### config.mk
export PLATFORM = sky130hd
export DESIGN_NAME = moore_serial_tx
export DESIGN_NICKNAME = d
export VERILOG_FILES = /design/src/rtl/moore_tx_pkg.sv /design/src/rtl/tx_bit_timer.sv /design/src/rtl/moore_serial_tx.sv
export SDC_FILE = /design/constraint.sdc
export NUM_CORES = 1
export LEC_CHECK = 0
export BUFFER_PORTS_ARGS = -buffer_cell sky130_fd_sc_hd__buf_2
export CORE_MARGIN = 8
export CORE_UTILIZATION = 35
export CTS_CLUSTER_SIZE = 12
export DETAILED_ROUTE_END_ITERATION = 7
export PLACE_DENSITY = 0.5
export SLEW_MARGIN = 10
export SYNTH_ARGS = -nofsm -noshare
export SYNTH_HDL_FRONTEND = slang
export SYNTH_SLANG_ARGS = --single-unit
### constraint.sdc
create_clock -name inputClk -period 2.15 [get_ports inputClk]
set_input_delay 0.43 -clock inputClk [delete_from_list [all_inputs] [get_ports inputClk]]
set_output_delay 0.43 -clock inputClk [all_outputs]
set_load 0.01 [all_outputs]
### src/rtl/moore_tx_pkg.sv
// Shared types and constants for the Moore serial transmitter.
// State encoding, line levels and counter width helper.
package moore_tx_pkg;

  typedef enum logic [1:0] {
    ST_IDLE  = 2'b00,
    ST_START = 2'b01,
    ST_DATA  = 2'b10,
    ST_STOP  = 2'b11
  } tx_state_e;

  localparam logic LINE_IDLE   = 1'b1;
  localparam logic START_LEVEL = 1'b0;
  localparam logic STOP_LEVEL  = 1'b1;

  function automatic int cnt_width(input int n);
    return (n <= 1) ? 1 : $clog2(n);
  endfunction

endpackage

### src/rtl/tx_bit_timer.sv
// Per-bit cycle timer with synchronous clear.
// tc flags the last cycle of the current bit period.
module tx_bit_timer
  import moore_tx_pkg::*;
#(
  parameter int BIT_CYCLES = 4
) (
  input  logic clk,
  input  logic rst,
  input  logic clr,
  output logic tc
);

  localparam int TW = cnt_width(BIT_CYCLES);

  logic [TW-1:0] cnt_q;
  logic [TW-1:0] cnt_d;

  assign tc = (cnt_q == TW'(BIT_CYCLES - 1));

  always_comb begin
    cnt_d = cnt_q;
    if (clr) begin
      cnt_d = '0;
    end else if (tc) begin
      cnt_d = '0;
    end else begin
      cnt_d = cnt_q + 1'b1;
    end
  end

  always_ff @(posedge clk) begin
    if (rst) begin
      cnt_q <= '0;
    end else begin
      cnt_q <= cnt_d;
    end
  end

endmodule

### src/rtl/moore_serial_tx.sv
// Moore serial frame transmitter: start bit, LSB-first data, stop bit.
// Outputs are registered copies of next-state decode.
module moore_serial_tx
  import moore_tx_pkg::*;
#(
  parameter int WIDTH      = 8,
  parameter int BIT_CYCLES = 4
) (
  input  logic             inputClk,
  input  logic             inputR,
  input  logic [WIDTH-1:0] inputData,
  input  logic             inputValid,
  output logic             outputReady,
  output logic             outputBit,
  output logic             outputFrame,
  output logic             outputDone
);

  localparam int IW = cnt_width(WIDTH);

  tx_state_e        state_q, state_d;
  logic [WIDTH-1:0] shift_q, shift_d;
  logic [IW-1:0]    idx_q, idx_d;
  logic             bit_q, bit_d;
  logic             ready_q, ready_d;
  logic             frame_q, frame_d;
  logic             done_q, done_d;
  logic             tc;

  tx_bit_timer #(
    .BIT_CYCLES(BIT_CYCLES)
  ) u_timer (
    .clk(inputClk),
    .rst(inputR),
    .clr(state_q == ST_IDLE),
    .tc (tc)
  );

  always_comb begin
    state_d = state_q;
    shift_d = shift_q;
    idx_d   = idx_q;
    done_d  = 1'b0;
    unique case (state_q)
      ST_IDLE: begin
        if (inputValid) begin
          state_d = ST_START;
          shift_d = inputData;
          idx_d   = '0;
        end
      end
      ST_START: begin
        if (tc) state_d = ST_DATA;
      end
      ST_DATA: begin
        if (tc) begin
          shift_d = shift_q >> 1;
          if (idx_q == IW'(WIDTH - 1)) begin
            state_d = ST_STOP;
          end else begin
            idx_d = idx_q + 1'b1;
          end
        end
      end
      ST_STOP: begin
        if (tc) begin
          state_d = ST_IDLE;
          done_d  = 1'b1;
        end
      end
      default: state_d = ST_IDLE;
    endcase
  end

  // Decode from next state so outputs line up with the state register.
  always_comb begin
    bit_d   = LINE_IDLE;
    ready_d = 1'b0;
    frame_d = 1'b0;
    unique case (1'b1)
      (state_d == ST_IDLE): begin
        bit_d   = LINE_IDLE;
        ready_d = 1'b1;
      end
      (state_d == ST_START): bit_d = START_LEVEL;
      (state_d == ST_DATA): begin
        bit_d   = shift_d[0];
        frame_d = 1'b1;
      end
      (state_d == ST_STOP): bit_d = STOP_LEVEL;
      default: bit_d = LINE_IDLE;
    endcase
  end

  always_ff @(posedge inputClk) begin
    if (inputR) begin
      state_q <= ST_IDLE;
      shift_q <= '0;
      idx_q   <= '0;
      bit_q   <= LINE_IDLE;
      ready_q <= 1'b1;
      frame_q <= 1'b0;
      done_q  <= 1'b0;
    end else begin
      state_q <= state_d;
      shift_q <= shift_d;
      idx_q   <= idx_d;
      bit_q   <= bit_d;
      ready_q <= ready_d;
      frame_q <= frame_d;
      done_q  <= done_d;
    end
  end

  assign outputReady = ready_q;
  assign outputBit   = bit_q;
  assign outputFrame = frame_q;
  assign outputDone  = done_q;

endmodule

==> summary.txt <==
Status
  – Outcome: finished clean

Power and ir drop
  – P_int: 0.000465 W
  – PwrDens: 649 nW/um^2
  – Peak supply drop: between 0.4 and 0.5 mV
  – Leak pwr: around 0.43 nW
  – Logic pwr share: approximately a tenth
  – Psw: 0.000150 W
  – Switching Fraction: 24.4%
  – Sequential Power Share: between 60% and 70%
  – Clock share of power: 28.8%

Floorplanning
  – I/O Pins: 15
  – Placeable Area: approximately 2400 um^2
  – Die Ht: around 66 um
  – Initial Util: a little over a third
  – Die W: 65.8 um
  – DIE AREA: between 4000 and 5000 um^2
  – Cell row count: 18

Worst setup path
  – Setup crit end kind: flop
  – Critical R2R Launch: u_timer.cnt_q[0]
  – Crit-path cells: ha_1 > and3b_1 > nor2_4 > a2bb2oi_2 > a22oi_2
  – Startpoint types: flop
  – CP max stage cell: and3b_1
  – Critical path required time: between 2000 and 2500 ps
  – Crit Path Category: flop to flop
  – Crit path DAT: roughly 1800 ps
  – R2r worst-path depth: 5
  – Worst r2r dst: outputBit
  – R2r setup slk: 510 ps
  – CP max stage delay: around 430 ps
  – Setup crit start: u_timer.cnt_q[0]
  – Worst-path maximum fanout: 10

GRT
  – Largest net degree at the start of global routing: 19
  – Initial antenna violation count: 0
  – First-pass GRT wire length: ~2600 um
  – Total grt overflow: 0
  – GRT Total Usage: 7.59%
  – Vias in the first global route: about 600

Worst hold path
  – Hold endpoint: shift_q[7]
  – Worst Hold Launch: inputData[7]
  – HP Class: input pin to flop
  – Hold depth: 3

Finish
  – Number of inserted diodes: 0
  – Layout cells sized above 1: 25.0%
  – Fin cells: about 130
  – Final #Nets: ~110
  – Syn-to-layout area delta: 9.24%

Route
  – Routed WL per cell: between 10 and 15 um
  – Residual DRC count: 0
  – Antenna Nets Post-Route: 0
  – Via count: 619
  – Routed vias/inst: approximately 5
  – Drt total wl: between 1500 and 2000 um
  – Drt pass-1 iters: 4
  – DRT iter0 DRCs: roughly 40

STA
  – Setup TNS: 0 ps
  – Slew @ Worst Pin: roughly 560 ps
  – Final period utilization: 76.5%
  – Max-slew violations: 0
  – RSZ-0062 raised after global routing: no
  – Final Hold Viols: 0
  – Max-slew headroom: 62.9%
  – Worst Skew: around 9 ps
  – Minimum clock period: 1640 ps
  – Final setup viols: 0
  – Maximum operating frequency: 608 MHz

Placement
  – I/O Buffers: 14
  – Placed insts: between 100 and 150
  – Placer congestion estimate: roughly 0.7

Logic synthesis
  – Number of synthesized flops with an enable pin: 0
  – Post-synthesis register bit count: 19
  – Post-synth top flop: dfxtp_1
  – Yosys warns: 0
  – Register area share after synthesis: between 40% and 50%
  – Synth Area per Inst: a little over 10 um^2
  – Post-synthesis cell area: 867 um^2
  – Syn Nets: 98
  – Post-synth ARST share: 0%
  – Synthesized instance count: 84
  – Synth unique cells: 30

CTS
  – H-Tree Level Count: 1
  – Clock Tree Buf Depth: 2
  – Hold-fix buffers at CTS: 0
  – Clock Latency Late Sink: approximately 300 ps
  – Post-CTS Setup Repair Bufs: 0
  – Sink Count: 19
  – Clock-pin transition on the worst setup and hold timing paths: roughly 110 ps
  – CTS tree: yes
  – CTS Buf Count: 3
  – Number of gates resized after cts: 0
  – Root Driver: clkbuf_4

Flow run
  – # Max-Cap Violations: 0
==> metrics by stage <==
step / setup slack [ps] / hold WS (ps) / instance area, um^2 / total power, W / util, %
2_1_floorplan: 761 / 407 / 867 / 0.000429 / -
3_3_place_gp: 572 / 415 / 920 / 0.000447 / 38.2
3_5_place_dp: 535 / 427 / 920 / 0.000447 / 38.2
4_1_cts: 527 / 368 / 947 / 0.000628 / 39.3
5_1_grt: 403 / 399 / 947 / 0.000649 / 39.3
6_report: 505 / 377 / 947 / 0.000615 / 39.3
==> power groups by stage <==
stage	logic, W	clock network [W]	registers (W)
2_1_floorplan	0.0000481	0	0.000381
3_3_place_gp	0.0000605	0	0.000386
3_5_place_dp	0.0000612	0	0.000386
4_1_cts	0.0000612	0.000189	0.000378
5_1_grt	0.0000668	0.000202	0.000380
6_report	0.0000604	0.000177	0.000378
==> state kept, by name (all words and copies together) (netlist names) <==
register	count
idx_q	3
outputBit	1
outputDone	1
outputFrame	1
outputReady	1
shift_q	8
state_q	2
u_timer.cnt_q	2
==> worst max-delay path by stage <==
stage / slack (ps) / cells after the start / endpoint
finish: 510 / 5 / outputBit
global route: 400 / 5 / outputBit
CTS: 530 / 5 / outputBit
detailed placement: 540 / 5 / outputBit
global placement: 570 / 5 / outputBit
floorplan: 760 / 6 / idx_q[0]
==> critical path, delay by kind of cell (launching register included) <==
kind	cells	cell delay [ps]
compound gates	2	260
fa+ha+maj	1	380
flops	1	350
simple gates	2	550
==> cells by family (layout without fill, tap and decap cells) <==
logic type / count (synthesis) / count (layout) / share of synthesized area (%)
AND/OR/NAND/NOR: 32 / 32 / 22.5
AO/OA/AOI/OAI: 20 / 20 / 18.5
flip-flops: 19 / 19 / 43.9
buffers and inverters: 6 / 18 / 6.35
adder cells (fa/ha/maj): 3 / 3 / 4.33
multiplexers: 3 / 3 / 3.46
XOR/XNOR: 1 / 1 / 1.01
==> synthesized netlist by cell type, types with 2 or more instances <==
master,n,area (um^2)
a21oi_1,6,30.0
a22oi_1,7,52.6
and2_1,2,12.5
buf_6,3,33.8
clkbuf_1,2,7.51
dfxtp_1,19,380
ha_1,3,37.5
mux2i_1,3,30.0
nand2_1,8,30.0
nor2_1,10,37.5
nor2b_1,2,12.5
==> layer usage <==
layer  wire length (um)  up-vias  global-route usage (%)
met5                  0        -                       0
met2                739       10                    11.6
met1                708      286                    8.68
met4                  0        0                    1.63
met3                120        0                    4.92
li1                   -      323                       -
==> placed cells by master (no fill, tap or decap) <==
| cell type | instances |
|---|---|
| and2b_1 | 1 |
| nor4b_1 | 1 |
| a32oi_1 | 1 |
| nor3b_4 | 1 |
| dfxtp_1 | 19 |
| a22oi_1 | 7 |
| a21oi_1 | 6 |
| a311oi_1 | 1 |
| buf_2 | 14 |
| a22oi_2 | 1 |
| nor2b_1 | 2 |
| clkinv_2 | 1 |
| a211oi_1 | 1 |
| and2_1 | 2 |
| and4b_1 | 1 |
| nor2_4 | 1 |
| nor2_1 | 10 |
| a21oi_4 | 1 |
| ha_1 | 3 |
| a2bb2oi_2 | 1 |
| nor3_1 | 1 |
| xor2_1 | 1 |
| mux2i_1 | 3 |
| and3b_1 | 1 |
| nor4_1 | 1 |
| nand2_1 | 8 |
| clkbuf_4 | 3 |
| nand3b_4 | 1 |
| a2bb2oi_1 | 1 |
| nand2b_1 | 1 |
==> cell type report <==
class,instances,area [um^2]
sequential,19,380
clock inverter,1,5.00
timing repair buffer,14,70.1
clock buffer,3,22.5
multi-input combinational,59,432
tap,30,37.5
fill,237,1460
No activity file was read; power rests on OpenSTA's default activity.
